--- src/rtl/cnn_job_sequencer.sv ---
`default_nettype none
// ============================================================================
//  Module   : cnn_job_sequencer
//  Purpose  : Queues convolution job descriptors, launches the CNN datapath
//             once per job with the job's configuration, then drains the
//             job's result words from the result buffer into a ready/valid
//             output stream. An inter-result watchdog abandons stuck jobs.
//  Ports    : clk, reset (async, active-high)
//             job_*            - job descriptor push interface (valid/ready)
//             cnn_*            - start pulse and held configuration to CNN
//             result_buffer_*  - single-outstanding read interface
//             out_*            - result stream (valid/ready, last per job)
//             busy, job_done, timeout_err - status
//  Revision : 1.0  initial release
// ============================================================================
module cnn_job_sequencer #(
    parameter int STRIDE_WIDTH        = 5,
    parameter int FILTER_SIZE_WIDTH   = 5,
    parameter int RESULT_BUFFER_WIDTH = 16,
    parameter int COUNT_WIDTH         = 8,
    parameter int JOB_QUEUE_DEPTH     = 4,
    parameter int TIMEOUT_WIDTH       = 12
) (
    input  logic                           clk,
    input  logic                           reset,
    input  logic                           job_valid,
    output logic                           job_ready,
    input  logic [STRIDE_WIDTH-1:0]        job_stride,
    input  logic [FILTER_SIZE_WIDTH-1:0]   job_filter_size,
    input  logic                           job_psum_mode,
    input  logic [COUNT_WIDTH-1:0]         job_result_count,
    output logic                           cnn_start,
    output logic [STRIDE_WIDTH-1:0]        cnn_stride,
    output logic [FILTER_SIZE_WIDTH-1:0]   cnn_filter_size,
    output logic                           cnn_psum_mode,
    input  logic                           cnn_stall_signal,
    input  logic                           result_buffer_empty,
    input  logic                           result_buffer_valid,
    input  logic [RESULT_BUFFER_WIDTH-1:0] result_buffer_out,
    output logic                           result_buffer_read_enable,
    output logic                           out_valid,
    input  logic                           out_ready,
    output logic [RESULT_BUFFER_WIDTH-1:0] out_data,
    output logic                           out_last,
    output logic                           busy,
    output logic                           job_done,
    output logic                           timeout_err
);

    localparam int PTR_WIDTH = $clog2(JOB_QUEUE_DEPTH);

    typedef enum logic [1:0] {
        S_IDLE   = 2'd0,
        S_LAUNCH = 2'd1,
        S_RUN    = 2'd2,
        S_DONE   = 2'd3
    } state_t;

    state_t r_state, w_state_next;

    // ------------------------------------------------------------------
    // Job FIFO: pointers carry one extra wrap bit to tell full from empty
    // ------------------------------------------------------------------
    logic [STRIDE_WIDTH-1:0]      r_q_stride [JOB_QUEUE_DEPTH];
    logic [FILTER_SIZE_WIDTH-1:0] r_q_fsize  [JOB_QUEUE_DEPTH];
    logic                         r_q_psum   [JOB_QUEUE_DEPTH];
    logic [COUNT_WIDTH-1:0]       r_q_count  [JOB_QUEUE_DEPTH];
    logic [PTR_WIDTH:0]           r_wr_ptr, r_rd_ptr;
    logic                         w_q_full, w_q_empty, w_push, w_pop;

    assign w_q_empty = (r_wr_ptr == r_rd_ptr);
    assign w_q_full  = (r_wr_ptr[PTR_WIDTH] != r_rd_ptr[PTR_WIDTH]) &&
                       (r_wr_ptr[PTR_WIDTH-1:0] == r_rd_ptr[PTR_WIDTH-1:0]);
    // Gated by reset so every output reads 0 while reset is held.
    assign job_ready = !w_q_full && !reset;
    assign w_push    = job_valid && job_ready;
    assign w_pop     = (r_state == S_IDLE) && !w_q_empty;

    always_ff @(posedge clk) begin
        if (w_push) begin
            r_q_stride[r_wr_ptr[PTR_WIDTH-1:0]] <= job_stride;
            r_q_fsize[r_wr_ptr[PTR_WIDTH-1:0]]  <= job_filter_size;
            r_q_psum[r_wr_ptr[PTR_WIDTH-1:0]]   <= job_psum_mode;
            r_q_count[r_wr_ptr[PTR_WIDTH-1:0]]  <= job_result_count;
        end
    end

    // ------------------------------------------------------------------
    // Job state, read handshake and watchdog
    // ------------------------------------------------------------------
    logic [COUNT_WIDTH-1:0]         r_count;
    logic [TIMEOUT_WIDTH-1:0]       r_wd;
    logic                           r_rd_hold;   // request issued, data not yet seen
    logic                           r_rd_cool;   // one idle cycle after each capture
    logic                           r_timed_out;
    logic                           r_out_valid, r_out_last;
    logic [RESULT_BUFFER_WIDTH-1:0] r_out_data;
    logic [STRIDE_WIDTH-1:0]        r_cfg_stride;
    logic [FILTER_SIZE_WIDTH-1:0]   r_cfg_fsize;
    logic                           r_cfg_psum;

    logic w_out_free, w_rd_en, w_capture, w_wd_expired, w_timeout, w_last_word;

    // The output register counts as free when it will be emptied this cycle.
    assign w_out_free   = !r_out_valid || out_ready;
    assign w_rd_en      = (r_state == S_RUN) && !r_rd_cool &&
                          (r_rd_hold || (!result_buffer_empty && w_out_free));
    assign w_capture    = w_rd_en && result_buffer_valid;
    assign w_wd_expired = (r_wd == {TIMEOUT_WIDTH{1'b1}});
    assign w_last_word  = (r_count == COUNT_WIDTH'(1));

    always_comb begin
        w_state_next = r_state;
        w_timeout    = 1'b0;
        cnn_start    = 1'b0;
        job_done     = 1'b0;
        busy         = (r_state != S_IDLE);
        case (r_state)
            S_IDLE: begin
                if (!w_q_empty) w_state_next = S_LAUNCH;
            end
            S_LAUNCH: begin
                cnn_start    = 1'b1;
                w_state_next = (r_count == '0) ? S_DONE : S_RUN;
            end
            S_RUN: begin
                // A captured word always wins over a watchdog expiry.
                if (w_capture) begin
                    if (w_last_word) w_state_next = S_DONE;
                end else if (w_wd_expired) begin
                    w_timeout    = 1'b1;
                    w_state_next = S_DONE;
                end
            end
            S_DONE: begin
                job_done     = 1'b1;
                w_state_next = S_IDLE;
            end
            default: w_state_next = S_IDLE;
        endcase
    end

    always_ff @(posedge clk or posedge reset) begin
        if (reset) begin
            r_state      <= S_IDLE;
            r_wr_ptr     <= '0;
            r_rd_ptr     <= '0;
            r_count      <= '0;
            r_wd         <= '0;
            r_rd_hold    <= 1'b0;
            r_rd_cool    <= 1'b0;
            r_timed_out  <= 1'b0;
            r_out_valid  <= 1'b0;
            r_out_last   <= 1'b0;
            r_out_data   <= '0;
            r_cfg_stride <= '0;
            r_cfg_fsize  <= '0;
            r_cfg_psum   <= 1'b0;
        end else begin
            r_state     <= w_state_next;
            r_rd_cool   <= w_capture;
            r_timed_out <= w_timeout;
            r_rd_hold   <= w_rd_en && !result_buffer_valid && (w_state_next == S_RUN);

            if (w_push) r_wr_ptr <= r_wr_ptr + (PTR_WIDTH+1)'(1);

            if (w_pop) begin
                r_rd_ptr     <= r_rd_ptr + (PTR_WIDTH+1)'(1);
                r_cfg_stride <= r_q_stride[r_rd_ptr[PTR_WIDTH-1:0]];
                r_cfg_fsize  <= r_q_fsize[r_rd_ptr[PTR_WIDTH-1:0]];
                r_cfg_psum   <= r_q_psum[r_rd_ptr[PTR_WIDTH-1:0]];
                r_count      <= r_q_count[r_rd_ptr[PTR_WIDTH-1:0]];
            end else if (w_capture) begin
                r_count <= r_count - COUNT_WIDTH'(1);
            end

            // Watchdog only advances in RUN; freezes while the CNN stalls.
            if (r_state == S_LAUNCH) begin
                r_wd <= '0;
            end else if (r_state == S_RUN) begin
                if (w_capture)
                    r_wd <= '0;
                else if (!cnn_stall_signal && !w_wd_expired)
                    r_wd <= r_wd + TIMEOUT_WIDTH'(1);
            end

            // Output register runs independently of the FSM so a word pending
            // at timeout still completes its handshake.
            if (w_capture) begin
                r_out_valid <= 1'b1;
                r_out_data  <= result_buffer_out;
                r_out_last  <= w_last_word;
            end else if (out_ready) begin
                r_out_valid <= 1'b0;
                r_out_last  <= 1'b0;
            end
        end
    end

    assign cnn_stride                = r_cfg_stride;
    assign cnn_filter_size           = r_cfg_fsize;
    assign cnn_psum_mode             = r_cfg_psum;
    assign result_buffer_read_enable = w_rd_en;
    assign out_valid                 = r_out_valid;
    assign out_data                  = r_out_data;
    assign out_last                  = r_out_last;
    assign timeout_err               = r_timed_out;

endmodule
`default_nettype wire

--- config.mk ---
export PLATFORM = sky130hd
export DESIGN_NAME = cnn_job_sequencer
export DESIGN_NICKNAME = d
export VERILOG_FILES = /design/src/rtl/cnn_job_sequencer.sv
export SDC_FILE = /design/constraint.sdc
export NUM_CORES = 1
export LEC_CHECK = 0
export CAP_MARGIN = 0
export CORE_MARGIN = 10
export CORE_UTILIZATION = 25
export DETAILED_ROUTE_END_ITERATION = 6
export PLACE_DENSITY = 0.39
export SLEW_MARGIN = 10
export SYNTH_ARGS = -nofsm -noshare
export SYNTH_HDL_FRONTEND = slang
export SYNTH_SLANG_ARGS = --single-unit
--- constraint.sdc ---
create_clock -name clk -period 3.55 [get_ports clk]
set_clock_uncertainty 0.2 [all_clocks]
set_input_delay 0.71 -clock clk [delete_from_list [all_inputs] [get_ports clk]]
set_output_delay 0.71 -clock clk [all_outputs]
set_load 0.03 [all_outputs]
==> results of run 1 <==
[flip-flops by register name (all words and copies together) (netlist names), 3 cells and up]
signal and count:
r_wd 12, r_q_psum 4, cnn_filter_size 5, out_data 16, r_q_stride 20, r_rd_ptr 3, r_q_fsize 20, cnn_stride 5
r_q_count 32, r_count 8, r_wr_ptr 3
[power groups by stage]
| stage | Clock (mW) | Sequential (mW) | Combinational, mW |
|---|---|---|---|
| 2_1_floorplan | 0 | 2.59 | 1.20 |
| 3_3_place_gp | 0 | 2.30 | 2.33 |
| 3_5_place_dp | 0 | 2.32 | 2.34 |
| 4_1_cts | 1.91 | 2.29 | 2.35 |
| 5_1_grt | 1.98 | 2.33 | 2.52 |
| 6_report | 1.85 | 2.28 | 2.28 |
[synth_stat cells, drive strengths merged]
cell	instances
o21ai	6
or2	1
nand2	58
edfxtp	76
and2	1
and3	6
or4b	1
xor2	4
nor2b	1
or4	1
a21oi	12
inv	16
clkbuf	6
o31ai	1
xnor2	15
nor3	7
mux2	14
nand4	3
nand2b	2
or3b	1
dfrtp	60
nor3b	2
nor4b	1
buf	7
nand3b	2
a31oi	2
mux2i	2
nand4b	1
nor2	20
and2b	1
mux4	19
o2111a	2
nand3	4
a2111oi	1
or3	2
ha	14
nor4	6
a32o	1
a21o	1
[cell usage in the layout, fill, tap and decap left out, types with 3 or more instances in the layout]
| cell type | synthesis | routed |
|---|---|---|
| edfxtp_1 | 76 | 76 |
| clkdlybuf4s50_1 | 0 | 75 |
| dfrtp_1 | 60 | 60 |
| nand2_1 | 58 | 58 |
| nor2_1 | 20 | 20 |
| mux4_2 | 19 | 19 |
| clkbuf_16 | 0 | 17 |
| xnor2_1 | 15 | 15 |
| mux2_2 | 14 | 14 |
| inv_1 | 15 | 14 |
| ha_1 | 14 | 14 |
| buf_4 | 0 | 14 |
| a21oi_1 | 12 | 12 |
| nor3_1 | 7 | 7 |
| o21ai_0 | 6 | 6 |
| and3_1 | 6 | 6 |
| inv_6 | 0 | 6 |
| nor4_1 | 5 | 5 |
| xor2_1 | 4 | 4 |
| nand3_1 | 4 | 4 |
| bufinv_16 | 0 | 3 |
[worst register-to-register path, delay by kind of cell (launching register included)]
family | cells | cell delay [ns]
flip-flops | 1 | 0.43
AND/OR/NAND/NOR | 3 | 0.88
adder cells (fa/ha/maj) | 1 | 0.21
buffers and inverters | 1 | 0.12
AO/OA/AOI/OAI | 2 | 0.59
[worst paths after layout]
path / slack (ns) / endpoint / start / depth (start not counted)
min: 0.27 / out_data[3] / out_data[3] / 2
max: 0.26 / result_buffer_read_enable / out_ready / 4
max reg2reg: 1.05 / r_rd_hold / r_state[0] / 7
max in group asynchronous: 1.99 / out_data[9] / reset / 3
min reg2reg: 0.27 / out_data[3] / out_data[3] / 2
min in group asynchronous: 0.53 / cnn_filter_size[4] / reset / 2
[cell type report]
type | instances | area (µm²) | area share, %
Multi-Input combinational cell | 215 | 1719 | 23.16
Clock buffer | 17 | 425.4 | 5.731
Timing Repair Buffer | 91 | 895.9 | 12.07
Tap cell | 280 | 350.3 | 4.719
Sequential cell | 136 | 3784 | 50.97
Inverter | 16 | 60.06 | 0.8090
Clock inverter | 15 | 188.9 | 2.545
[per-layer routing]
metal / track usage (%) / up-vias / share of wire, %
li1: - / 1574 / -
met1: 11.43 / 1658 / 45
met2: 14.87 / 74 / 47
met3: 3.656 / 16 / 6.7
met4: 3.204 / 0 / 1.3
met5: 0 / - / 0
[kinds of logic after synthesis]
kind of cell / after synthesis / share of synthesized area (%)
AO/OA/AOI/OAI: 26 / 2.939
adder cells (fa/ha/maj): 14 / 3.117
buffers and inverters: 29 / 2.092
flip-flops: 136 / 67.32
AND/OR/NAND/NOR: 121 / 10.80
multiplexers: 35 / 10.77
XOR/XNOR: 19 / 2.961
==> flow_summary.json, run 1 <==
{
  "status": "completed",
  "drive_gt1_share_pct": 18.16,
  "cpMaxStageDelayCell": "clkdlybuf4s50_1",
  "p_per_area_nw_per_um2": 864.5,
  "die_w_um": 169.9,
  "sw_frac_of_total_pct": 34.18,
  "portBuffers": 76,
  "place_ws_ns": 0.2576,
  "final_area_um2": 7423,
  "yosysTopAreaCell": "edfxtp_1",
  "grt_setup_unrepaired": "no",
  "dr.pass1.iters": 5,
  "finalHoldViolations": 0,
  "drtIter0Drc": 137,
  "pwr-share-clk_pct": 28.9,
  "gp_congestion": 0.7194,
  "synth.area.top_cells": "edfxtp_1 41%, dfrtp_1 27%, mux4_2 7.6%, nand2_1 3.9%, ha_1 3.1%",
  "n_antenna_cell": 0,
  "leakage_nw": 2.855,
  "die_area_um2": 28880,
  "die_h_um": 169.9,
  "p_sw_mw": 2.194,
  "postPlaceCellArea_um2": 6809,
  "worst_ep_arrival_time_ns": 2.38,
  "place_inst": 738,
  "initial_core_util_pct": 25.60,
  "hold_path_class": "flop to flop",
  "start_kind": "primary input",
  "routed_wl_mm": 12.78,
  "ys_seq_area_share_pct": 67.32,
  "rows": 54,
  "drc": 0,
  "grt_remaining_overflow": 0,
  "synth_warnings": 0,
  "grt_pass1_vias": 3603,
  "grt_antenna_before_repair": 0,
  "synth_top_area_share_pct": 40.61,
  "max-cap-violations": 0,
  "fin_setup_tns_ns": 0,
  "slew_viol_final": 0,
  "min_period_ns": 3.289,
  "final_cells": 770,
  "cp_common_cell": "clkdlybuf4s50_1",
  "path_delay_family": "buffers and inverters",
  "cts_tree": "built",
  "wl_per_cell_um": 16.60,
  "postLayoutSetupSlackWorst_ns": 0.2609,
  "num_vias": 3322,
  "cts_buffer_depth": 2,
  "core_area_um2": 21960,
  "final_nets": 533,
  "path_buf_inv": 2,
  "post_synth.cell_area_avg_um2": 14.79,
  "h-tree-depth": 4,
  "grt_max_degree": 41,
  "power_mw": 6.418,
  "hpwl_mm": 8.473,
  "viasPerCell": 4.314,
  "cts_buffers": 17,
  "clock-root-buffer": "clkbuf_16",
  "grt_usage_pct": 9.381,
  "end_kind": "primary output",
  "synth.distinct_cells": 42,
  "crit_required_ns": 2.64,
  "fmax_ghz": 0.3040,
  "syn-instance-count": 380,
  "post-route-util_pct": 33.81,
  "p_seq_share_pct": 35.6,
  "setup_viol": 0,
  "cp_max_fo": 3,
  "post-cts-setup-buffer-count": 0,
  "whs_ns": 0.2725,
  "ctsHoldBuffers": 0,
  "relSlewSlack_pct": 54.28,
  "crit_path_max_incr_delay_ns": 0.60,
  "worstSkewPairLatency_ns": 0.42,
  "syn_nets": 436,
  "comb_power_share_pct": 35.5,
  "ys_seq_elements": 136,
  "nFillCells": 2126,
  "p_int_mw": 4.224,
  "syn-cell-area_um2": 5620,
  "ios": 77,
  "numClockSinks": 136,
  "post-route-period-util_pct": 92.65,
  "tightest_slew_ns": 0.6826,
  "path_clk_slew_ns": 0.06,
  "ir_drop_mv": 0.2958,
  "worstSetupPathType": "primary input to primary output",
  "antenna_left": 0,
  "grt_pass1_wl_mm": 20.50,
  "area_growth_syn_to_layout_pct": 32.08,
  "ctsResizeCount": 0,
  "crit_chain": "clkdlybuf4s50_1, or3b_1, and3_1, clkdlybuf4s50_1"
}
Power figures use the tool's default switching activity.
==> inputs of run 2 (changes only) <==
Settings changed: CORE_MARGIN 10 to not set.
==> run 2 against run 1 <==
Worst setup slack got worse by 0.0058 ns. Highest routed layer unchanged. Die area fell by 20%. Sequential share of layout area rose by 0.76 points. Register-to-register slack got worse by 0.03 ns. Critical endpoint unchanged. Clock-buffer cell count rose by 1. Worst hold slack improved by 0.0016 ns. Total power fell by 4.2%. Sequential cell count did not move. The flow now finishes with violations (design-rule violations). Combinational power fell by 2%. Fmax fell by 0.18%. Final cell count fell by 0.39%.
==> flow_summary.json, run 2 (synthesized netlist as in run 1, its figures left out) <==
{
  "status": "finished, violations left",
  "violations": "design-rule violations",
  "core_area_um2": 21960,
  "drc": 15,
  "routed_wl_mm": 11.94,
  "n_antenna_cell": 0,
  "die_h_um": 151.9,
  "post-route-util_pct": 33.31,
  "drive_gt1_share_pct": 17.25,
  "cp-startpoint": "out_ready",
  "die_area_um2": 23090,
  "crit_required_ns": 2.64,
  "worstSetupPathType": "primary input to primary output",
  "grt_remaining_overflow": 0,
  "rows": 54,
  "finalHoldViolations": 0,
  "ctsHoldBuffers": 0,
  "worstSkewPairLatency_ns": 0.42,
  "cts_buffers": 17,
  "post-cts-setup-buffer-count": 0,
  "ctsResizeCount": 0,
  "area_growth_syn_to_layout_pct": 30.14,
  "leakage_nw": 2.794,
  "h-tree-depth": 4,
  "grt_pass1_wl_mm": 19.81,
  "drtIter0Drc": 184,
  "post-route-period-util_pct": 92.82,
  "clock-root-buffer": "clkbuf_16",
  "slew_viol_final": 0,
  "tightest_slew_ns": 0.8302,
  "cts_buffer_depth": 2,
  "dr.pass1.iters": 6,
  "p_per_area_nw_per_um2": 840.3,
  "setup_viol": 0,
  "numClockSinks": 136,
  "antenna_left": 0,
  "regArea_um2": 3784,
  "end_kind": "primary output",
  "min_period_ns": 3.295,
  "start_kind": "primary input",
  "portBuffers": 76,
  "initial_core_util_pct": 25.60,
  "hp-start": "out_data[5]",
  "grt_pass1_vias": 3548,
  "grt_antenna_before_repair": 0,
  "multi_input_area_um2": 1719,
  "wl_per_cell_um": 15.56,
  "gp_congestion": 0.7314,
  "cts_tree": "built",
  "largest_register_ffs": 32,
  "max-cap-violations": 0,
  "ios": 77,
  "grt_max_degree": 26,
  "fmax_ghz": 0.3035,
  "nFillCells": 2151,
  "die_w_um": 151.9,
  "cp_max_fo": 3,
  "worst_ep_arrival_time_ns": 2.38,
  "mostFrequentLayoutCells": "76 x clkdlybuf4s50_1, 76 x edfxtp_1, 60 x dfrtp_1",
  "hpwl_mm": 7.517,
  "r2r-start": "r_state[0]",
  "hold_path_class": "flop to flop",
  "path_clk_slew_ns": 0.06,
  "viasPerCell": 4.289,
  "grt_setup_unrepaired": "no",
  "fin_setup_tns_ns": 0,
  "final_nets": 530,
  "relSlewSlack_pct": 44.52,
  "num_vias": 3290,
  "grt_usage_pct": 11.43,
  "ir_drop_mv": 0.3849
}
run 2: area by class of cell:
class	instances	area share [%]
Sequential cell	136	51.73
Multi-Input combinational cell	215	23.50
Timing Repair Buffer	88	11.80
Clock buffer	18	5.867
Tap cell	280	4.790
Clock inverter	14	1.488
Inverter	16	0.8211
run 2: layer usage:
| metal | global-route usage, % | up-vias | wire, µm |
|---|---|---|---|
| met2 | 19.07 | 74 | 5841 |
| met3 | 4.193 | 16 | 617 |
| met4 | 4.082 | 0 | 152 |
| met5 | 0 | - | 0 |
| li1 | - | 1579 | - |
| met1 | 13.51 | 1621 | 5324 |
run 2: critical path, stage by stage:
cell             delay, ns
clkdlybuf4s50_1       0.44
or3b_1                0.41
and3_1                0.21
clkdlybuf4s50_1       0.61
run 2: where the power goes:
| part | total (mW) | internal [mW] | leakage [nW] | switching (mW) |
|---|---|---|---|---|
| logic | 2.24 | 1.02 | 1.09 | 1.22 |
| registers | 2.29 | 2.06 | 1.44 | 0.221 |
| clock network | 1.62 | 0.906 | 0.263 | 0.716 |
| total | 6.15 | 3.99 | 2.79 | 2.16 |
run 2: worst paths after layout:
check,endpoint,slack [ns],cells after the start
worst max-delay path,result_buffer_read_enable,0.26,4
max in group asynchronous,r_count[6],1.99,3
worst max register to register,r_wd[10],1.02,7
min in group asynchronous,out_data[4],0.52,2
worst min-delay path,out_data[5],0.27,2
worst min register to register,out_data[5],0.27,2
run 2: stage by stage:
stage | cell area [µm²] | setup WS, ns | hold slack (ns) | cells | total power, mW
5_1_grt | 7315 | 0.1601 | 0.2980 | 767 | 6.567
3_5_place_dp | 6777 | 0.2582 | 0.2645 | 735 | 4.613
6_report | 7315 | 0.2550 | 0.2741 | 767 | 6.147
3_3_place_gp | 6777 | 0.2437 | 0.2553 | 735 | 4.597
4_1_cts | 7315 | 0.2444 | 0.2796 | 767 | 6.288
2_1_floorplan | 5620 | 0.9223 | 0.2604 | 380 | 3.790
==> inputs of run 3 (changes only) <==
Settings changed: PLACE_DENSITY 0.39 to 0.45.
==> run 3 against run 2 <==
The run still ends with design-rule violations left. Fmax decreased by 0.81%. Register-to-register slack got worse by 0.12 ns. Sequential share of layout area decreased by 0.15 points. Sequential cell count unchanged. Core utilization increased by 0.097 points. Via count increased by 1.5%. Sequential power about the same. Clock power about the same. Worst setup slack got worse by 0.027 ns. Global-route usage decreased by 0.63 points. Die area unchanged. First-iteration DRC count decreased by 17%. Largest cell class unchanged. Highest routed layer unchanged.
==> flow_summary.json, run 3 (synthesized netlist as in run 1, its figures left out) <==
{
  "status": "finished, violations left",
  "violations": "design-rule violations",
  "crit_required_ns": 2.64,
  "portBuffers": 76,
  "grt_remaining_overflow": 0,
  "final_cells": 766,
  "final_nets": 529,
  "viasPerCell": 4.359,
  "cts_tree": "built",
  "largest_register_ffs": 32,
  "crit_path_max_incr_delay_ns": 0.60,
  "post-cts-setup-buffer-count": 0,
  "cts_buffer_depth": 2,
  "nFillCells": 2165,
  "num_vias": 3339,
  "hpwl_mm": 7.544,
  "cp_common_cell": "clkdlybuf4s50_1",
  "fmax_ghz": 0.3010,
  "min_period_ns": 3.322,
  "drive_gt1_share_pct": 17.08,
  "worst_ep_arrival_time_ns": 2.41,
  "grt_setup_unrepaired": "no",
  "slew_viol_final": 0,
  "die_w_um": 151.9,
  "cpMaxStageDelayCell": "clkdlybuf4s50_1",
  "worstSkewPairLatency_ns": 0.41,
  "cp_max_fo": 3,
  "path_buf_inv": 2,
  "die_area_um2": 23090,
  "crit_chain": "clkdlybuf4s50_1, or3b_1, and3_1, clkdlybuf4s50_1",
  "ctsResizeCount": 0,
  "setup_viol": 0,
  "start_kind": "primary input",
  "initial_core_util_pct": 25.60,
  "max-cap-violations": 0,
  "n_antenna_cell": 0,
  "ios": 77,
  "worstSetupPathType": "primary input to primary output",
  "place_inst": 734,
  "grt_pass1_vias": 3494,
  "postPlaceCellArea_um2": 6779,
  "drc": 17,
  "drtIter0Drc": 152,
  "hold_path_class": "flop to flop",
  "numClockSinks": 136,
  "clock-root-buffer": "clkbuf_16",
  "cts_buffers": 17,
  "relSlewSlack_pct": 42.20,
  "grt_usage_pct": 10.80,
  "h-tree-depth": 4,
  "ir_drop_mv": 0.3036,
  "final_area_um2": 7336,
  "end_kind": "primary output",
  "ctsHoldBuffers": 0,
  "finalHoldViolations": 0,
  "multi_input_area_um2": 1719,
  "gp_congestion": 0.7501,
  "leakage_nw": 2.796,
  "dr.pass1.iters": 7,
  "path_clk_slew_ns": 0.05,
  "regArea_um2": 3784,
  "grt_antenna_before_repair": 0,
  "area_growth_syn_to_layout_pct": 30.52,
  "core_area_um2": 21960,
  "post-route-period-util_pct": 93.57,
  "grt_max_degree": 44,
  "post-route-util_pct": 33.41,
  "final_common_cell": "edfxtp_1",
  "tightest_slew_ns": 0.8670,
  "p_per_area_nw_per_um2": 844.0,
  "routed_wl_mm": 11.76,
  "fin_setup_tns_ns": 0,
  "die_h_um": 151.9,
  "mostFrequentLayoutCells": "76 x edfxtp_1, 75 x clkdlybuf4s50_1, 60 x dfrtp_1",
  "power_mw": 6.191,
  "antenna_left": 0,
  "path_delay_family": "buffers and inverters",
  "wl_per_cell_um": 15.35,
  "rows": 54,
  "grt_pass1_wl_mm": 18.90
}
run 3: worst reg2reg max path, cell delays in order, from the launching register on:
cell and delay, ns:
dfrtp_1 0.43, inv_1 0.13, ha_1 0.21, nor2b_1 0.28, nand4_2 0.19, buf_4 0.21, a21oi_1 0.70, nor3_1 0.14
run 3: final timing paths:
path / from / endpoint / slack (ns) / depth (start not counted)
worst max register to register: r_state[0] / r_wd[7] / 0.90 / 7
worst max-delay path: out_ready / result_buffer_read_enable / 0.23 / 4
worst min-delay path: out_data[3] / out_data[3] / 0.27 / 2
worst min register to register: out_data[3] / out_data[3] / 0.27 / 2
min in group asynchronous: reset / cnn_psum_mode / 0.50 / 2
max in group asynchronous: reset / out_data[0] / 2.03 / 3
run 3: cell type report:
class | count | area share (%)
sequential | 136 | 51.58
multi-input combinational | 215 | 23.44
timing repair buffer | 87 | 11.80
clock buffer | 19 | 5.901
tap | 280 | 4.776
clock inverter | 13 | 1.689
inverter | 16 | 0.8187
run 3: layer usage:
layer,track usage [%],vias to the layer above,wire [µm]
li1,-,1574,-
met1,13.55,1680,5437
met2,17.37,80,5676
met3,4.193,5,571
met4,2.867,0,73
met5,0,-,0
run 3: metrics by stage:
stage                     hold slack, ns  setup WS, ns
final                             0.2732        0.2282
after global routing              0.2985        0.1263
after CTS                         0.2765        0.2293
after detailed placement          0.2627        0.2375
after global placement            0.2571        0.2921
after floorplan                   0.2604        0.9223
run 3: where the power goes:
group | internal, mW | leakage, nW | total (mW) | switching, mW
Clock | 0.972 | 0.265 | 1.65 | 0.682
Combinational | 1.02 | 1.09 | 2.25 | 1.23
Sequential | 2.07 | 1.44 | 2.28 | 0.219
Total | 4.06 | 2.80 | 6.19 | 2.13
